===== src/rtl/fb_read_arbiter.sv =====
// Shared BRAM read-port arbiter: one grant per cycle, return data steered back
// to the requesting client through a READ_LATENCY-deep grant tag pipeline.
module fb_read_arbiter #(
    parameter int unsigned NUM_CLIENTS  = 2,
    parameter int unsigned ADDR_WIDTH   = 19,
    parameter int unsigned DATA_WIDTH   = 12,
    parameter int unsigned READ_LATENCY = 2,
    parameter int unsigned PRIO0        = 1,
    parameter int unsigned STARVE_LIMIT = 8,
    parameter int unsigned IDW          = (NUM_CLIENTS > 1) ? $clog2(NUM_CLIENTS) : 1
) (
    input  logic                              clk_25mhz,
    input  logic                              resetn,
    input  logic [NUM_CLIENTS-1:0]            req,
    input  logic [NUM_CLIENTS*ADDR_WIDTH-1:0] addr,
    output logic [NUM_CLIENTS-1:0]            gnt,
    output logic [NUM_CLIENTS-1:0]            rvalid,
    output logic [DATA_WIDTH-1:0]             rdata,
    output logic [ADDR_WIDTH-1:0]             mem_addr,
    output logic                              mem_en,
    input  logic [DATA_WIDTH-1:0]             mem_dout,
    input  logic                              lock_en,
    input  logic [IDW-1:0]                    lock_id,
    output logic                              starve_evt
);

    localparam int unsigned      CNT_W    = (STARVE_LIMIT > 0) ? $clog2(STARVE_LIMIT + 1) : 1;
    localparam logic [CNT_W-1:0] CNT_MAX  = CNT_W'(STARVE_LIMIT);
    localparam logic [IDW-1:0]   RR_RESET = IDW'((NUM_CLIENTS > 1) ? 1 : 0);

    logic [IDW-1:0]         rr_ptr;
    logic [IDW-1:0]         rr_next;
    logic                   rr_upd;
    logic [IDW-1:0]         sel;
    logic                   found;
    logic                   preempt;
    int unsigned            rr_cand;
    int unsigned            rr_nxt;
    logic [CNT_W-1:0]       starve_cnt [NUM_CLIENTS];
    logic [NUM_CLIENTS-1:0] tag_q      [READ_LATENCY];

    // Winner selection: lock, then starvation preemption, then client 0 priority, then round-robin
    always_comb begin
        sel     = '0;
        found   = 1'b0;
        preempt = 1'b0;
        rr_upd  = 1'b0;
        rr_next = rr_ptr;
        rr_cand = 0;
        rr_nxt  = 0;
        if (resetn) begin
            if (lock_en) begin
                for (int unsigned k = 0; k < NUM_CLIENTS; k++) begin
                    if (lock_id == IDW'(k) && req[k]) begin
                        found = 1'b1;
                        sel   = IDW'(k);
                    end
                end
            end else begin
                if (STARVE_LIMIT != 0) begin
                    for (int unsigned k = 1; k < NUM_CLIENTS; k++) begin
                        if (!found && req[k] && starve_cnt[k] >= CNT_MAX) begin
                            found   = 1'b1;
                            preempt = 1'b1;
                            sel     = IDW'(k);
                        end
                    end
                end
                if (!found && PRIO0 != 0 && req[0]) begin
                    found = 1'b1;
                    sel   = '0;
                end else if (!found) begin
                    for (int unsigned off = 0; off < NUM_CLIENTS; off++) begin
                        rr_cand = (32'(rr_ptr) + off) % NUM_CLIENTS;
                        for (int unsigned k = 0; k < NUM_CLIENTS; k++) begin
                            if (!found && rr_cand == k && req[k] && !(PRIO0 != 0 && k == 0)) begin
                                found  = 1'b1;
                                rr_upd = 1'b1;
                                sel    = IDW'(k);
                            end
                        end
                    end
                end
                if (preempt) begin
                    rr_upd = 1'b1;
                end
                // Pointer moves past the winner, skipping client 0 when it has its own priority lane
                rr_nxt = (32'(sel) + 32'd1) % NUM_CLIENTS;
                if (PRIO0 != 0 && rr_nxt == 0 && NUM_CLIENTS > 1) begin
                    rr_nxt = 1;
                end
                rr_next = IDW'(rr_nxt);
            end
        end
    end

    // One-hot grant and the address of the granted client
    always_comb begin
        gnt      = '0;
        mem_addr = '0;
        for (int unsigned k = 0; k < NUM_CLIENTS; k++) begin
            if (found && sel == IDW'(k)) begin
                gnt[k]   = 1'b1;
                mem_addr = addr[k*ADDR_WIDTH +: ADDR_WIDTH];
            end
        end
    end

    assign mem_en     = |gnt;
    assign starve_evt = preempt;
    assign rvalid     = tag_q[READ_LATENCY-1];
    assign rdata      = mem_dout;

    // Tag pipeline, round-robin pointer and starvation counters (frozen while locked)
    always_ff @(posedge clk_25mhz) begin
        if (!resetn) begin
            rr_ptr <= RR_RESET;
            for (int unsigned k = 0; k < NUM_CLIENTS; k++) begin
                starve_cnt[k] <= '0;
            end
            for (int unsigned i = 0; i < READ_LATENCY; i++) begin
                tag_q[i] <= '0;
            end
        end else begin
            tag_q[0] <= gnt;
            for (int unsigned i = 1; i < READ_LATENCY; i++) begin
                tag_q[i] <= tag_q[i-1];
            end
            if (rr_upd) begin
                rr_ptr <= rr_next;
            end
            if (!lock_en) begin
                for (int unsigned k = 1; k < NUM_CLIENTS; k++) begin
                    if (gnt[k] || !req[k]) begin
                        starve_cnt[k] <= '0;
                    end else if (starve_cnt[k] < CNT_MAX) begin
                        starve_cnt[k] <= starve_cnt[k] + CNT_W'(1);
                    end
                end
            end
        end
    end

endmodule

===== config.mk =====
export PLATFORM = sky130hd
export DESIGN_NAME = fb_read_arbiter
export DESIGN_NICKNAME = d
export VERILOG_FILES = /design/src/rtl/fb_read_arbiter.sv
export SDC_FILE = /design/constraint.sdc
export NUM_CORES = 1
export LEC_CHECK = 0
export ABC_AREA = 1
export ABC_CLOCK_PERIOD_IN_PS = 1700
export BUFFER_PORTS_ARGS = -buffer_cell sky130_fd_sc_hd__buf_2
export CAP_MARGIN = 25
export CORE_MARGIN = 3
export CORE_UTILIZATION = 38
export CTS_CLUSTER_SIZE = 30
export DETAILED_ROUTE_END_ITERATION = 16
export HOLD_SLACK_MARGIN = 0.1
export PLACE_DENSITY = 0.95
export SYNTH_ARGS = -nofsm -noshare
export SYNTH_HDL_FRONTEND = slang
export SYNTH_SLANG_ARGS = --single-unit

===== constraint.sdc =====
create_clock -name clk_25mhz -period 1.7 [get_ports clk_25mhz]
set_input_delay 0.255 -clock clk_25mhz [delete_from_list [all_inputs] [get_ports clk_25mhz]]
set_output_delay 0.255 -clock clk_25mhz [all_outputs]
set_load 0.01 [all_outputs]

* Word level (Yosys, flattened, before mapping)
Memory sizes are Yosys's and may differ from the RTL's.
Index checks and enable logic that the tools add are counted.
** Word-level totals
- Output and inout bits :: 37
- Latch bits :: 0
- Word-level logic and storage cells :: 83
- Memories kept :: 2
- ROM bits :: 0
- Memory bits (writable) :: 12
- Bits of input ports :: 56
- Register bits after elaboration :: 1
** Memory list
- starve_cnt :: words 2, bits a word 4, rd ports 1, clocked after memory_dff 0, wr ports 2, RTL line 39 : logic [CNT_W-1:0] starve_cnt [NUM_CLIENTS];
- tag_q :: words 2, bits a word 2, rd ports 2, clocked after memory_dff 0, wr ports 2, RTL line 40 : logic [NUM_CLIENTS-1:0] tag_q [READ_LATENCY];
** Cells by class
- Mux-type cells :: 51
- Reductions and logical operators :: 17
- Order comparisons :: 2
- Eq/ne operators :: 0
- Shifts and indexed selects :: 0
- Divide/modulo/power cells :: 0
- Multiply operators :: 0
- Add/subtract/negate cells :: 3
- Bitwise operators :: 7
** Operator list (count)
- 1-bit two-way mux :: 45
- 19-bit two-way mux :: 2
- 32-bit logical NOT :: 1
- 1-bit logical AND :: 10
- 4-bit two-way mux :: 2
- 4-bit by 1-bit adder with 4-bit output (second input constant) :: 1
- 4-bit greater-or-equal comparator (second input constant) :: 1
- 4-bit less-than comparator (second input constant) :: 1
- 2-bit two-way mux :: 2
- 1-bit OR :: 4
- 1-bit logical NOT :: 3
- 1-bit inverter :: 3
- 1-bit adder (second input constant) :: 2
- 2-bit AND reduction :: 1
- 2-bit OR reduction :: 1
- 1-bit logical OR :: 1

* Depth between registers and ports, before layout
Gate-level depths: netlist (run 1).
An unclocked memory read counts as a cell.
- Depth after elaboration :: 33
- Depth in mapped cells :: 7
- Depth with buffers taken out :: 6

* Worst setup path after synthesis (run 1)
OpenSTA, ideal clock, no wires.
- Path kind :: reg-to-output
- From :: memory starve_cnt[1][3] in the netlist's numbering
- To :: output mem_addr[0]
- Arrival :: 0.965 ns
- Data required time :: 1.445 ns
- Path slack :: 0.480 ns
- Stages on the path, launching flop included :: 7
- Buffers on the path :: 1
- Cells stage by stage :: edfxtp_1 nand2_1 nand3_1 nand2_2 buf_6 nand3_2 nand2_1
** Between the ends
- Cells in the longest elaborated chain, start to end :: 28
- Elaborated cells on any way between the ends :: 36
- Those cells by class :: 1 x order compare; 23 x mux; 1 x bitwise; 10 x reduce/logical; 1 x memory
** RTL lines
- from (decl) :: RTL line 39
- memory 2 x 4 bit (*)
- 4-bit greater-or-equal comparator (*) :: RTL line 62 : if (!found && req[k] && starve_cnt[k] >= CNT_MAX) begin
- 1-bit logical AND (*) :: RTL line 62
- 1-bit two-way mux (*) :: RTL line 62
- 1-bit two-way mux :: RTL line 52 : if (lock_en) begin
- 1-bit two-way mux :: RTL line 51 : if (resetn) begin
- 1-bit logical NOT :: RTL line 69, 76
- 1-bit logical AND (2 in series) :: RTL line 76 : if (!found && rr_cand == k && req[k] && !(PRIO0 != 0 && k == 0)) begin
- [... 11 more ...]
- 1-bit two-way mux :: RTL line 52
- 1-bit two-way mux :: RTL line 51
- 1-bit two-way mux :: RTL line 52
- 1-bit two-way mux :: RTL line 51
- 1-bit inverter :: RTL line 102 : if (found && sel == IDW'(k)) begin
- 1-bit logical AND :: RTL line 102
- 19-bit two-way mux :: RTL line 102
- 19-bit two-way mux (*) :: RTL line 102
- to (decl) :: RTL line 19 : output logic [ADDR_WIDTH-1:0] mem_addr,
Every way passes the cells marked *; elsewhere a longest branch is shown, timed or not. The select of a mux whose other input is x is not followed.

* Worst setup path in the final report (run 1)
- From :: memory starve_cnt[1][3] in the netlist's numbering
- To :: output mem_addr[6]
The elaborated chain is that of the path after synthesis.

==> flow_metrics.tcl, run 1 <==
set metrics [dict create \
    fmaxAchievable_ghz 0.6050 \
    power.total_mw 0.6083 \
    finClkSkew_ns 0.003409 \
    synth_edf_count 4 \
    nNetsFinal 234 \
    worst_setup_path_start_kind "flip-flop" \
    syn_area_um2 909.6 \
    min_period_over_period_pct 97.23 \
    io_buffers 68 \
    peakVddDrop_mv 0.2938 \
    first_pass_iters 4 \
    endpoint_kind "output port" \
    hold_buffers 0 \
    power_leakage_nw 0.7232 \
    clkTransAtPathRegs_ns 0.05 \
    h-tree-depth 1 \
    drc_errors 0 \
    yosysMostFrequentCell "nand2_1" \
    multiInputGateArea_um2 501.7 \
    gp_congestion 0.7997 \
    grt_overflow 0 \
    seq_area_um2 200.2 \
    drive_above_1_share_pct 59.20 \
    start_util_pct 40.73 \
    worstMarginPinSlew_ns 0.4039 \
    n_fill_cell 229 \
    worst-endpoint-arrival_ns 1.40 \
    grt_pass1_vias 770 \
    p_per_area_nw_per_um2 505.4 \
    r2r_end "starve_cnt[1][2]" \
    row_count 17 \
    synth_fp_nets 177 \
    wl_um 2147 \
    die_h_um 54.93 \
    fp.dieArea_um2 3017 \
    cts_root_buf "clkbuf_4" \
    r2r-start "starve_cnt[1][3]" \
    fin_tns_setup_ns 0 \
    avgSynthCellArea_um2 7.644 \
    grt_pass1_wl_um 3022 \
    cts_tree "done" \
    track_usage_pct 13.73 \
    ios 93 \
    hold_ws_ns 0.2621 \
    rrSetupSlack_ns 0.30 \
    path_class "reg -> out" \
    yosys-top-cells-area "nand3_2 (20%), nand2_1 (18%), edfxtp_1 (13%)" \
    setup_violations 0 \
    yosysSeqAreaShare_pct 22.01 \
    relSlewSlack_pct 73.00 \
    die-width_um 54.93 \
    dp_hpwl_um 1634 \
    status "completed" \
    required_ns 1.44 \
    yosys_warnings 0 \
    hp-start "resetn" \
    max_cap_viol_count 0 \
    cts_made_buffers 3 \
    worstPathMaxFanout 11 \
    n_antenna_cell 0 \
    ys.flop_type "edfxtp_1" \
    pre_cts_slack_ns -0.01392 \
    hp-class "in -> reg" \
    ant_nets 0 \
    ys_ff_latch 8 \
    synth_async_sr_flop_share_pct 0 \
    wire_per_inst_um 10.63 \
    rsz0062_at_grt "true" \
    hold_depth 3 \
    cts_sinks 8 \
    vias_per_cell 4.614 \
    drtIter0Drc 8 \
    finalCoreUtilization_pct 53.89 \
    synth_common_cells "nand2_1 (43), nand3_2 (18), buf_4 (14)" \
    finalWorstSetupSlack_ns 0.04707 \
    ff2ff_path_depth 6 \
    yosys.area.top_type "nand3_2" \
    finalHoldViolations 0 \
    area_growth_pct 32.32 \
    clk_latency_ns 0.24 \
    num_vias 932 \
    synthCells 119 \
    period_needed_ns 1.653 \
    cts_buffer_depth 2 \
    yosysUniqueCellTypes 18 \
    cts_post_setup_buffers_inserted 0 \
    grt_max_degree 23 \
    drv_slew 0 \
    antenna_found_initial 0 \
    synth.top_cell.area_share_pct 19.81 \
    hold_end "tag_q[0][2]" \
    coreArea_um2 2233 \
]
==> worst max-delay path by stage <==
stage / slack (ns) / end / startpoint / cells after the start
final: 0.05 / mem_addr[6] / starve_cnt[1][3] / 7
after global routing: -0.05 / mem_addr[17] / starve_cnt[1][3] / 7
after CTS: 0.02 / mem_addr[17] / starve_cnt[1][3] / 7
after detailed placement: -0.01 / mem_addr[17] / lock_en / 7
after global placement: 0.05 / mem_addr[17] / lock_en / 7
after floorplan: 0.48 / mem_addr[0] / starve_cnt[1][3] / 6
==> layout by cell type (no fill, tap or decap), types with 2 or more instances in the layout <==
cell      synthesis  final
nand3_2          18     19
ha_1              2      2
nand3_1           3      2
nand2_2           2      2
nand2_1          43     42
buf_2             0     68
dfxtp_1           4      4
clkbuf_4          0      3
inv_2             3      2
nor3_1            5      5
edfxtp_1          4      4
o21bai_4          1      2
inv_1            10     10
==> state kept, by name, indices dropped and copies added, names as in the netlist <==
| name | cells |
|---|---|
| starve_cnt | 4 |
| tag_q | 4 |
==> cell families (layout without fill, tap and decap cells) <==
family                     count (synthesis)  count (layout)  synth area share [%]
AOI/OAI and AO/OA                          3               4                 3.990
xor gates and xnor gates                   1               1                0.9630
adders and majority gates                  2               2                 2.751
buffers and inverters                     33              87                 26.27
DFF                                        8               8                 22.01
and+or+nand+nor                           72              72                 44.01
==> metal layers <==
layer / up-vias / track usage (%) / wire [µm]
met5: - / 0 / 0
li1: 475 / - / -
met2: 48 / 25.98 / 1111
met3: 4 / 3.485 / 173
met4: 0 / 4.049 / 31
met1: 405 / 14.78 / 829
==> through the flow <==
| step | instance area, µm² | cells |
|---|---|---|
| floorplan | 909.6 | 119 |
| global placement | 1122 | 197 |
| detailed placement | 1122 | 197 |
| CTS | 1156 | 201 |
| global route | 1204 | 202 |
| finish | 1204 | 202 |
==> what timing repair did <==
action | CTS | global route
pin swaps | 1 | 1
resized for setup | 0 | 6
gates cloned | 1 | 1
endpoints found under the setup margin | 1 | 20
==> worst max-delay path, cell delays in order, from the launching register on <==
cell       delay [ns]
edfxtp_1         0.41
nand2_2          0.10
nand3_2          0.09
nand2_4          0.12
clkbuf_16        0.18
nand3_2          0.07
nand2_1          0.07
buf_2            0.12
==> where the power goes <==
group	switching, mW	internal [mW]	leakage (nW)
Sequential	0.00546	0.214	0.0775
Combinational	0.138	0.116	0.632
Clock	0.0548	0.0801	0.0138
==> layout make-up <==
type                            instances  share of cell area, %
Multi-Input combinational cell         79                  41.68
Timing Repair Buffer                   71                  32.64
Sequential cell                         8                  16.63
Inverter                               13                  4.262
Tap cell                               28                  2.911
Clock buffer                            3                  1.871
No activity file was read; power rests on OpenSTA's default activity.
==> run 2: changes to the inputs <==
Settings changed: CELL_PAD_IN_SITES_DETAIL_PLACEMENT from default to 0, CELL_PAD_IN_SITES_GLOBAL_PLACEMENT from default to 2, CORE_UTILIZATION 38 to 17.
==> flow_metrics.tcl, run 2 (same netlist as run 1, synthesis figures left out) <==
set metrics [dict create \
    period_needed_ns 1.628 \
    drv_slew 0 \
    busiest_layer "met2" \
    clkTransAtPathRegs_ns 0.04 \
    r2r_end "starve_cnt[1][3]" \
    path_class "reg -> out" \
    crit_end "mem_addr[16]" \
    dp_hpwl_um 1946 \
    h-tree-depth 1 \
    cts_made_buffers 3 \
    power.total_mw 0.7258 \
    stdcell_area_um2 1315 \
    most-common-layout-cells "buf_2 (68), nand2_1 (39), nand3_2 (19), inv_1 (10)" \
    hp-class "in -> reg" \
    hold_buffers 0 \
    min_period_over_period_pct 95.79 \
    peakVddDrop_mv 0.1631 \
    required_ns 1.44 \
    worst_setup_path_start_kind "flip-flop" \
    grt_max_degree 21 \
    cts_tree "done" \
    antenna_found_initial 0 \
    grt_overflow 0 \
    status "completed" \
    worst-endpoint-arrival_ns 1.37 \
    row_count 25 \
    die-width_um 79.15 \
    reg_top3 "starve_cnt (4), tag_q (4)" \
    r2r-start "starve_cnt[1][3]" \
    start_util_pct 18.41 \
    area_growth_pct 44.57 \
    first_pass_iters 3 \
    n_antenna_cell 0 \
    startpoint "starve_cnt[1][3]" \
    setup_violations 0 \
    fin_tns_setup_ns 0 \
    dpl_cell_area_um2 1186 \
    coreArea_um2 4942 \
    ff2ff_path_depth 6 \
    met2_usage_pct 15.15 \
    ios 93 \
    rsz0062_at_grt "true" \
    max_cap_viol_count 0 \
    wl_um 2701 \
    drc_errors 0 \
    gp_congestion 0.7007 \
    finalHoldViolations 0 \
    grt_pass1_vias 914 \
    fp.dieArea_um2 6265 \
    final_common_cell "buf_2" \
    rrSetupSlack_ns 0.35 \
    power_leakage_nw 0.7523 \
    ant_nets 0 \
    cts_root_buf "clkbuf_8" \
    wire_per_inst_um 10.94 \
    cts_sinks 8 \
    nNetsFinal 239 \
    io_buffers 68 \
    fmaxAchievable_ghz 0.6141 \
    drtIter0Drc 15 \
    grt_pass1_wl_um 4105 \
    die_h_um 79.15 \
    met1_usage_pct 9.345 \
    track_usage_pct 8.254 \
    vias_per_cell 3.838 \
    num_vias 948 \
    gr-usage-met3_pct 1.134 \
    drive_above_1_share_pct 61.67 \
    clk_latency_ns 0.23 \
    finalCoreUtilization_pct 26.61 \
    endpoint_kind "output port" \
    cts_buffer_depth 2 \
    worstMarginPinSlew_ns 0.4164 \
    finClkSkew_ns 0.006173 \
    p_per_area_nw_per_um2 551.9 \
    relSlewSlack_pct 72.16 \
    worstPathMaxFanout 20 \
]
## run 2: changes by cell type in the layout (fill, tap and decap cells not counted), sizes merged
cell / previous run / this run
buf: 70 / 75
o21bai: 2 / 3
## run 2: worst min path at each step
stage / depth (start not counted) / start / slack, ns / endpoint
2_1_floorplan: 2 / resetn / 0.35 / tag_q[0][2]
3_3_place_gp: 2 / tag_q[0][1] / 0.40 / tag_q[0][3]
3_5_place_dp: 2 / tag_q[0][0] / 0.40 / tag_q[0][2]
4_1_cts: 3 / resetn / 0.26 / tag_q[0][2]
5_1_grt: 3 / resetn / 0.30 / tag_q[0][3]
6_report: 3 / resetn / 0.26 / tag_q[0][2]
## run 2: metal layers
metal	share of wire (%)	vias up
met5	0	-
li1	-	484
met4	1.4	0
met1	38	423
met3	5.7	4
met2	55	37
## run 2: timing repair
action,CTS,global route
endpoints found under the setup margin,19,20
buffers inserted,0,3
pin swaps,1,1
cloned,1,1
resized for setup,4,6
## run 2: final cells by class
class,instances,area (µm²)
Tap cell,67,83.83
Timing Repair Buffer,75,416.7
Sequential cell,8,200.2
Fill cell,561,3627
Multi-Input combinational cell,80,520.5
Inverter,13,48.80
Clock buffer,4,45.04
## run 2: worst max-delay path: stages, from the launching register on
cell and delay, ns:
edfxtp_1 0.39, nand2_2 0.09, nand3_2 0.09, nand2_4 0.11
inv_2 0.05, buf_12 0.15, nand2_1 0.07, nand2_1 0.05
buf_2 0.13
## run 2: power breakdown
| part | switching [mW] | internal [mW] | total [mW] |
|---|---|---|---|
| Clock | 0.0760 | 0.163 | 0.239 |
| Sequential | 0.00562 | 0.215 | 0.220 |
| Combinational | 0.146 | 0.121 | 0.267 |
| Total | 0.227 | 0.499 | 0.726 |
## run 2: through the flow
stage | instances | setup slack, ns | hold slack [ns]
after CTS | 243 | -0.007818 | 0.2603
after global routing | 247 | -0.03425 | 0.2956
after detailed placement | 238 | -0.02459 | 0.3979
final | 247 | 0.07150 | 0.2626
after floorplan | 119 | 0.4797 | 0.3485
after global placement | 238 | -0.04253 | 0.3969
